File: src/rtl/mult_par_pkg.sv
// Shared types and helpers for the parity-protected sequential multiplier.
package mult_par_pkg;

  localparam int unsigned DEFAULT_WIDTH = 16;

  typedef enum logic [1:0] {
    IDLE,
    CALC,
    DONE
  } state_t;

  // Zero-extension does not change parity, so callers widen to 64 bits.
  function automatic logic parity(input logic [63:0] v);
    return ^v;
  endfunction

endpackage

File: src/rtl/seq_mult_core.sv
// Unsigned (WIDTH+1) x (WIDTH+1) shift-add multiplier, one multiplier bit per cycle.
// done/product are combinational on the final step so the caller can register them.
module seq_mult_core
  import mult_par_pkg::*;
#(
  parameter int unsigned WIDTH = DEFAULT_WIDTH
) (
  input  logic               clk,
  input  logic               rst,
  input  logic               start,
  input  logic [WIDTH:0]     mcand_in,
  input  logic [WIDTH:0]     mplier_in,
  output logic               done,
  output logic [2*WIDTH-1:0] product
);

  localparam int unsigned CW = $clog2(WIDTH);

  logic               busy;
  logic [CW-1:0]      cnt;
  logic [2*WIDTH-1:0] mcand;
  logic [WIDTH:0]     mplier;
  logic [2*WIDTH-1:0] acc;
  logic [2*WIDTH-1:0] acc_next;

  // |b| <= 2^(WIDTH-1), so WIDTH steps cover every set bit of the multiplier.
  always_comb begin
    acc_next = acc + (mplier[0] ? mcand : '0);
    done     = busy && (cnt == CW'(WIDTH - 1));
    product  = acc_next;
  end

  always_ff @(posedge clk) begin
    if (rst) begin
      busy   <= 1'b0;
      cnt    <= '0;
      mcand  <= '0;
      mplier <= '0;
      acc    <= '0;
    end else if (start) begin
      busy   <= 1'b1;
      cnt    <= '0;
      mcand  <= {{(WIDTH-1){1'b0}}, mcand_in};
      mplier <= mplier_in;
      acc    <= '0;
    end else if (busy) begin
      acc    <= acc_next;
      mcand  <= mcand << 1;
      mplier <= mplier >> 1;
      cnt    <= cnt + 1'b1;
      if (done) busy <= 1'b0;
    end
  end

endmodule

File: src/rtl/mult_par_responder.sv
// Responder side of the req/ack/result_rdy multiply interface: parity check,
// sign-magnitude handling around seq_mult_core, and registered handshake outputs.
module mult_par_responder
  import mult_par_pkg::*;
#(
  parameter int unsigned WIDTH        = DEFAULT_WIDTH,
  parameter bit          CHECK_PARITY = 1'b1
) (
  input  logic               clk,
  input  logic               rst,
  input  logic [WIDTH-1:0]   arg_a,
  input  logic               arg_a_parity,
  input  logic [WIDTH-1:0]   arg_b,
  input  logic               arg_b_parity,
  input  logic               req,
  output logic               ack,
  output logic [2*WIDTH-1:0] result,
  output logic               result_parity,
  output logic               result_rdy,
  output logic               arg_parity_error
);

  state_t             state;
  logic               neg_q;
  logic               err_q;
  logic               sign_a;
  logic               sign_b;
  logic [WIDTH:0]     mag_a;
  logic [WIDTH:0]     mag_b;
  logic               arg_err;
  logic               start;
  logic               core_done;
  logic [2*WIDTH-1:0] core_product;
  logic [2*WIDTH-1:0] signed_prod;

  // Magnitudes kept one bit wider so -2^(WIDTH-1) stays exact.
  always_comb begin
    sign_a      = arg_a[WIDTH-1];
    sign_b      = arg_b[WIDTH-1];
    mag_a       = sign_a ? -{sign_a, arg_a} : {sign_a, arg_a};
    mag_b       = sign_b ? -{sign_b, arg_b} : {sign_b, arg_b};
    arg_err     = CHECK_PARITY &&
                  (parity(64'({arg_a, arg_a_parity})) | parity(64'({arg_b, arg_b_parity})));
    start       = (state == IDLE) && req && !arg_err;
    signed_prod = neg_q ? -core_product : core_product;
  end

  seq_mult_core #(
    .WIDTH(WIDTH)
  ) u_core (
    .clk      (clk),
    .rst      (rst),
    .start    (start),
    .mcand_in (mag_a),
    .mplier_in(mag_b),
    .done     (core_done),
    .product  (core_product)
  );

  // Parity failures pass through CALC for one cycle so result_rdy lands right after ack.
  always_ff @(posedge clk) begin
    if (rst) begin
      state            <= IDLE;
      ack              <= 1'b0;
      result           <= '0;
      result_parity    <= 1'b0;
      result_rdy       <= 1'b0;
      arg_parity_error <= 1'b0;
      neg_q            <= 1'b0;
      err_q            <= 1'b0;
    end else begin
      ack        <= 1'b0;
      result_rdy <= 1'b0;
      case (state)
        IDLE: begin
          if (req) begin
            ack              <= 1'b1;
            arg_parity_error <= 1'b0;
            neg_q            <= sign_a ^ sign_b;
            err_q            <= arg_err;
            state            <= CALC;
          end
        end
        CALC: begin
          if (err_q) begin
            result           <= '0;
            result_parity    <= 1'b0;
            arg_parity_error <= 1'b1;
            result_rdy       <= 1'b1;
            state            <= DONE;
          end else if (core_done) begin
            result        <= signed_prod;
            result_parity <= parity(64'(signed_prod));
            result_rdy    <= 1'b1;
            state         <= DONE;
          end
        end
        DONE:    state <= IDLE;
        default: state <= IDLE;
      endcase
    end
  end

endmodule

File: config.mk
export PLATFORM = sky130hd
export DESIGN_NAME = mult_par_responder
export DESIGN_NICKNAME = d
export VERILOG_FILES = /design/src/rtl/mult_par_pkg.sv /design/src/rtl/seq_mult_core.sv /design/src/rtl/mult_par_responder.sv
export SDC_FILE = /design/constraint.sdc
export NUM_CORES = 1
export LEC_CHECK = 0
export CORE_MARGIN = 2
export CORE_UTILIZATION = 46
export DETAILED_ROUTE_END_ITERATION = 8
export GPL_TIMING_DRIVEN = 0
export PLACE_DENSITY = 0.66
export SLEW_MARGIN = 15
export SYNTH_ARGS = -nofsm -noshare
export SYNTH_HDL_FRONTEND = slang
export SYNTH_SLANG_ARGS = --single-unit
File: constraint.sdc
create_clock -name clk -period 10.3 [get_ports clk]
set_input_delay 2.06 -clock clk [delete_from_list [all_inputs] [get_ports clk]]
set_output_delay 2.06 -clock clk [all_outputs]
set_load 0.01 [all_outputs]
**Yosys cells after proc, flatten, opt, wreduce, memory -nomap -nowiden**

Cells that the tools add are included.

- RAM bits: 0
- Input bits: 37
- ROM bits: 0
- Flip-flop bits (word level): 126
- Memories: 0
- Bits in latches: 0

- Shift-type cells: 0
- $mul: 0
- Divide/modulo/power cells: 0
- Reduce and logical (&&, ||, !) cells: 18
- Bitwise operators: 4
- Add/subtract/negate cells: 5
- Eq/ne operators: 5
- Multiplexer cells: 25
- $lt $le $gt $ge: 0

Operators with widths:

| kind | number |
|---|---|
| parity 64 bit | 3 |
| 2-to-1 mux 32 bit | 4 |
| 2-to-1 mux 17 bit | 6 |
| negation 17 bit | 2 |
| adder 32 bit | 1 |
| negation 32 bit | 1 |
| 2-to-1 mux 1 bit | 10 |
| 2-to-1 mux 2 bit | 3 |
| AND reduction 2 bit | 3 |
| nonzero test 2 bit | 3 |
| OR reduction 2 bit | 3 |
| adder 4 x 1 -> 4 bit, second input constant | 1 |
| equality test 4 bit, second input constant | 1 |
| inequality test 2 bit, second input constant | 2 |
| case mux 2 bit (2 select lines) | 1 |
| logical AND 1 bit | 3 |
| inequality test 3 bit, second input constant | 1 |
| AND reduction 3 bit | 1 |
| equality test 2 x 1 -> 1 bit, second input constant | 1 |
| logical NOT 2 bit | 1 |
| NOT 1 bit | 2 |
| case mux 1 bit (2 select lines) | 1 |
| logical NOT 1 bit | 1 |
| OR 1 bit | 1 |
| XOR 1 bit | 1 |

**Logic depth before layout (Yosys ltp)**

- Word-level depth: 7
- Mapped depth: 20
- Depth with buffers taken out: 19

**Modules after synthesis**

Synthesis repeated with hierarchy kept, for this count alone.

- Cell total of the unflattened synthesis: 1095
- Area, all modules: 8856.0 um^2

By module, submodules not included:

| module | area each (um^2) | instances | cells each | seq. area each (um^2) |
|---|---|---|---|---|
| seq_mult_core | 5325.1 | 1 | 639 | 1721.7 |
| mult_par_responder | 3530.9 | 1 | 456 | 800.8 |

**Worst setup path before layout**

Ideal clock, no wire load.

- Path type: flip-flop to flip-flop
- From: reg u_core.mplier[0]
- To: reg result_parity
- Stages on the path, launching flop included: 19
- Arrival time: 4.846 ns
- Library setup time: 0.131 ns
- Required time: 10.169 ns
- Period minus slack after synthesis: 4.977 ns
- Slack: 5.323 ns
- Cell sequence: dfxtp_1 > clkbuf_1 > and2_1 > ha_1 > fa_1 > a21o_1 > a211oi_1 > o221ai_1 > or4_1 > buf_2 > or4_1 > buf_4 > o31ai_2 > xnor2_1 > xnor3_1 > xnor3_1 > xnor3_1 > nand2_1 > a21oi_2

- Longest elaborated chain between the ends: 7

RTL lines:

| element | line | source |
|---|---|---|
| start: declaration | seq_mult_core.sv:22 | `logic [WIDTH:0] mplier;` |
| start signal: assignment | seq_mult_core.sv:44 | `mplier <= mplier_in;` |
| start signal: assignment | seq_mult_core.sv:49 | `mplier <= mplier >> 1;` |
| 2-to-1 mux 32 bit (*) | seq_mult_core.sv:28 | `acc_next = acc + (mplier[0] ? mcand : '0);` |
| adder 32 bit (*) | seq_mult_core.sv:28 |  |
| negation 32 bit | mult_par_responder.sv:45 | `signed_prod = neg_q ? -core_product : core_product;` |
| 2-to-1 mux 32 bit (*) | mult_par_responder.sv:45 |  |
| parity 64 bit (*) | mult_par_pkg.sv:14 | `return ^v;` |
| 2-to-1 mux 1 bit (*) | mult_par_responder.sv:91 | `end else if (core_done) begin` |
| 2-to-1 mux 1 bit (*) | mult_par_responder.sv:85 | `if (err_q) begin` |
| end signal: assignment | mult_par_responder.sv:93 | `result_parity <= parity(64'(signed_prod));` |
| end: declaration | mult_par_responder.sv:18 | `output logic result_parity,` |

Every way passes the cells marked *; elsewhere a longest branch is shown, timed or not. The select of a mux whose other input is x is not followed.
A chain may end at the register's enable or synchronous reset.

**Worst setup path after layout**

Ends and elaborated chain as after synthesis.

==> reports/metrics.yaml <==
grt_pass1_vias: 7340
power.leakage_nw: 4.20
min_period_ns: 5.89
cp_data_required_time_ns: 10.58
grt_max_degree: 17
arrival_ns: 6.17
p_int_mw: 1.23
cts-root-buf: "clkbuf_16"
synthCells: 1092
startpoint_type: "register"
crit_fanout: 10
path_clk_slew_ns: 0.06
slew_violations: 0
syn_to_final_growth_pct: 17.4
power.share.clock: 0.312
ys_ff_latch: 126
grt_usage: 0.224
p_comb_frac: 0.375
die_w_um: 145
drive_above_1_share: 0.0596
fmax_mhz: 170
postCtsSetupRepairBufs: 0
syn_avg_cell_area_sq_um: 8.33
nets: 1267
setup_viol: 0
hpwl_mm: 17.7
p_seq_frac: 0.312
wl_mm: 22.4
setup_slack_ns: 4.41
clock-sinks: 126
finalHoldViolations: 0
ios: 73
antenna_cells: 0
yosys_warnings: 0
yosysSeqAreaShare: 0.277
ctsResizeCount: 0
synthTopCellsByArea: "dfxtp_1 (28%), mux2i_1 (8.6%), xnor2_1 (8.3%), ha_1 (6.7%), nor2_1 (6.2%)"
cts_tree: "done"
cts_hold_buf: 0
rows: 51
die_area_sq_mm: 0.0209
crit_type: "register to register"
wire_per_inst_um: 15.4
finalClockSkew_ns: 0.0141
dp_slack_ns: 4.44
switching_share: 0.332
grt_antenna_before_repair: 0
cts_buffers: 17
synth_top_cell_by_area: "dfxtp_1"
drv_cap: 0
coreArea_sq_mm: 0.0195
vias: 7816
finalSetupTns_ns: 0
fillers: 1853
switchingPower_uw: 610
synth_nets: 1179
synth-edff-count: 0
synth_common_cells: "nor2_1 (151), dfxtp_1 (126), xnor2_1 (86), mux2i_1 (78), nand2_1 (74)"
period_share: 0.571
power_density_mw_per_mm2: 172
die_y_um: 145
synthArstFlopShare: 0
viasPerCell: 5.36
ir_worst_vdd_uv: 120
grt_pass1_wl_mm: 36.9
rsz0062_at_grt: "no"
syn-cell-area_sq_mm: 0.00910
start_util: 0.468
status: "finished, final reports clean"
yosysMostFrequentCell: "nor2_1"
ys.flop_type: "dfxtp_1"
cts.path.max_buffers: 2
slew_headroom: 0.238
worst_pin_slew_ns: 1.14
synthDistinctLibCells: 79
hold_class: "register to register"
overflow: 0
port_buffers: 69
clk-insertion-delay-late_ns: 0.42
drtIter0Drc: 499
synth_top_area_frac: 0.277
ant_nets: 0
dr.pass1.iters: 5
routabilityCongestion: 0.924
h-tree-depth: 4
drc: 0
end_kind: "register"
routing by layer:
metal  GRT usage  part of all wire
met4      0.0598             0.015
met2       0.362              0.44
met5           0                 0
met3      0.0395             0.043
met1       0.310              0.50
power groups by stage:
stage | Combinational (mW) | Clock [mW] | Sequential (mW)
final | 0.690 | 0.574 | 0.573
after floorplan | 0.555 | 0 | 0.573
after detailed placement | 0.690 | 0 | 0.584
after CTS | 0.696 | 0.583 | 0.574
after global placement | 0.691 | 0 | 0.583
after global routing | 0.754 | 0.605 | 0.581
metrics by stage:
stage	utilization	area [sq um]	hold WS (ns)	total power, mW	instances
floorplan	-	9100	0.453	1.13	1092
global placement	0.520	10100	0.460	1.27	1426
detailed placement	0.520	10100	0.465	1.27	1426
CTS	0.549	10700	0.473	1.85	1457
global route	0.549	10700	0.500	1.94	1457
finish	0.549	10700	0.469	1.84	1457
registers in the layout (all words and copies together) (netlist names), 2 cells and up:
signal         flops
u_core.cnt         4
u_core.mplier     17
result            32
u_core.mcand      32
u_core.acc        32
state              2
kinds of logic after synthesis:
| logic type | synth area share |
|---|---|
| simple gates | 0.191 |
| flops | 0.277 |
| xor+xnor | 0.126 |
| buf+inv | 0.0492 |
| fa+ha+maj | 0.0696 |
| compound gates | 0.199 |
| mux | 0.0883 |
cell usage in the layout (no fill, tap or decap), types with 4 or more instances in the layout:
cell type	instances
a211oi_1	41
a21o_1	13
a21oi_1	40
a22oi_1	29
a31oi_1	7
and2_1	38
buf_1	6
buf_2	10
clkbuf_1	51
clkbuf_16	17
clkdlybuf4s50_1	69
dfxtp_1	126
ha_1	49
inv_1	41
mux2i_1	78
nand2_1	74
nand3_1	13
nand4_1	14
nor2_1	151
nor2b_1	17
nor3_1	20
nor4_1	6
o211a_1	4
o211ai_1	6
o21a_1	4
o21ai_0	30
o21ai_1	5
o31a_1	4
o31ai_1	11
or3_1	17
xnor2_1	86
xnor3_1	8
xor2_1	17
worst max-delay path, stage by stage (launching register included):
cell      delay [ns]
dfxtp_1         0.50
clkbuf_1        0.38
and2_1          0.19
ha_1            0.26
a21o_2          0.26
nand3_1         0.12
a311oi_2        0.54
o21ai_0         0.30
a211oi_1        0.96
a2111o_1        0.25
or4_1           0.13
buf_2           0.16
o21ai_2         0.07
xnor2_1         0.34
xnor3_1         0.41
xnor3_1         0.36
xnor3_1         0.34
nand2_1         0.10
a21oi_2         0.05
cell type report:
cell class,instances,area (sq um),area share
clock buffers,19,443,0.0415
plain buffers,70,294,0.0275
inverters,41,154,0.0144
well taps,265,332,0.0310
repair buffers,69,691,0.0647
clock inverters,12,113,0.0105
flip-flops and latches,126,2520,0.236
multi-input cells,855,6130,0.574
final timing paths:
| path | startpoint | slack, ns | endpoint | cells past startpoint |
|---|---|---|---|---|
| setup / recovery | u_core.mplier[0] | 4.41 | result_parity | 18 |
| hold / removal | result_parity | 0.47 | result_parity | 2 |
| setup reg to reg | u_core.mplier[0] | 4.41 | result_parity | 18 |
| hold reg to reg | result_parity | 0.47 | result_parity | 2 |
(Power assumes the default switching activity.)
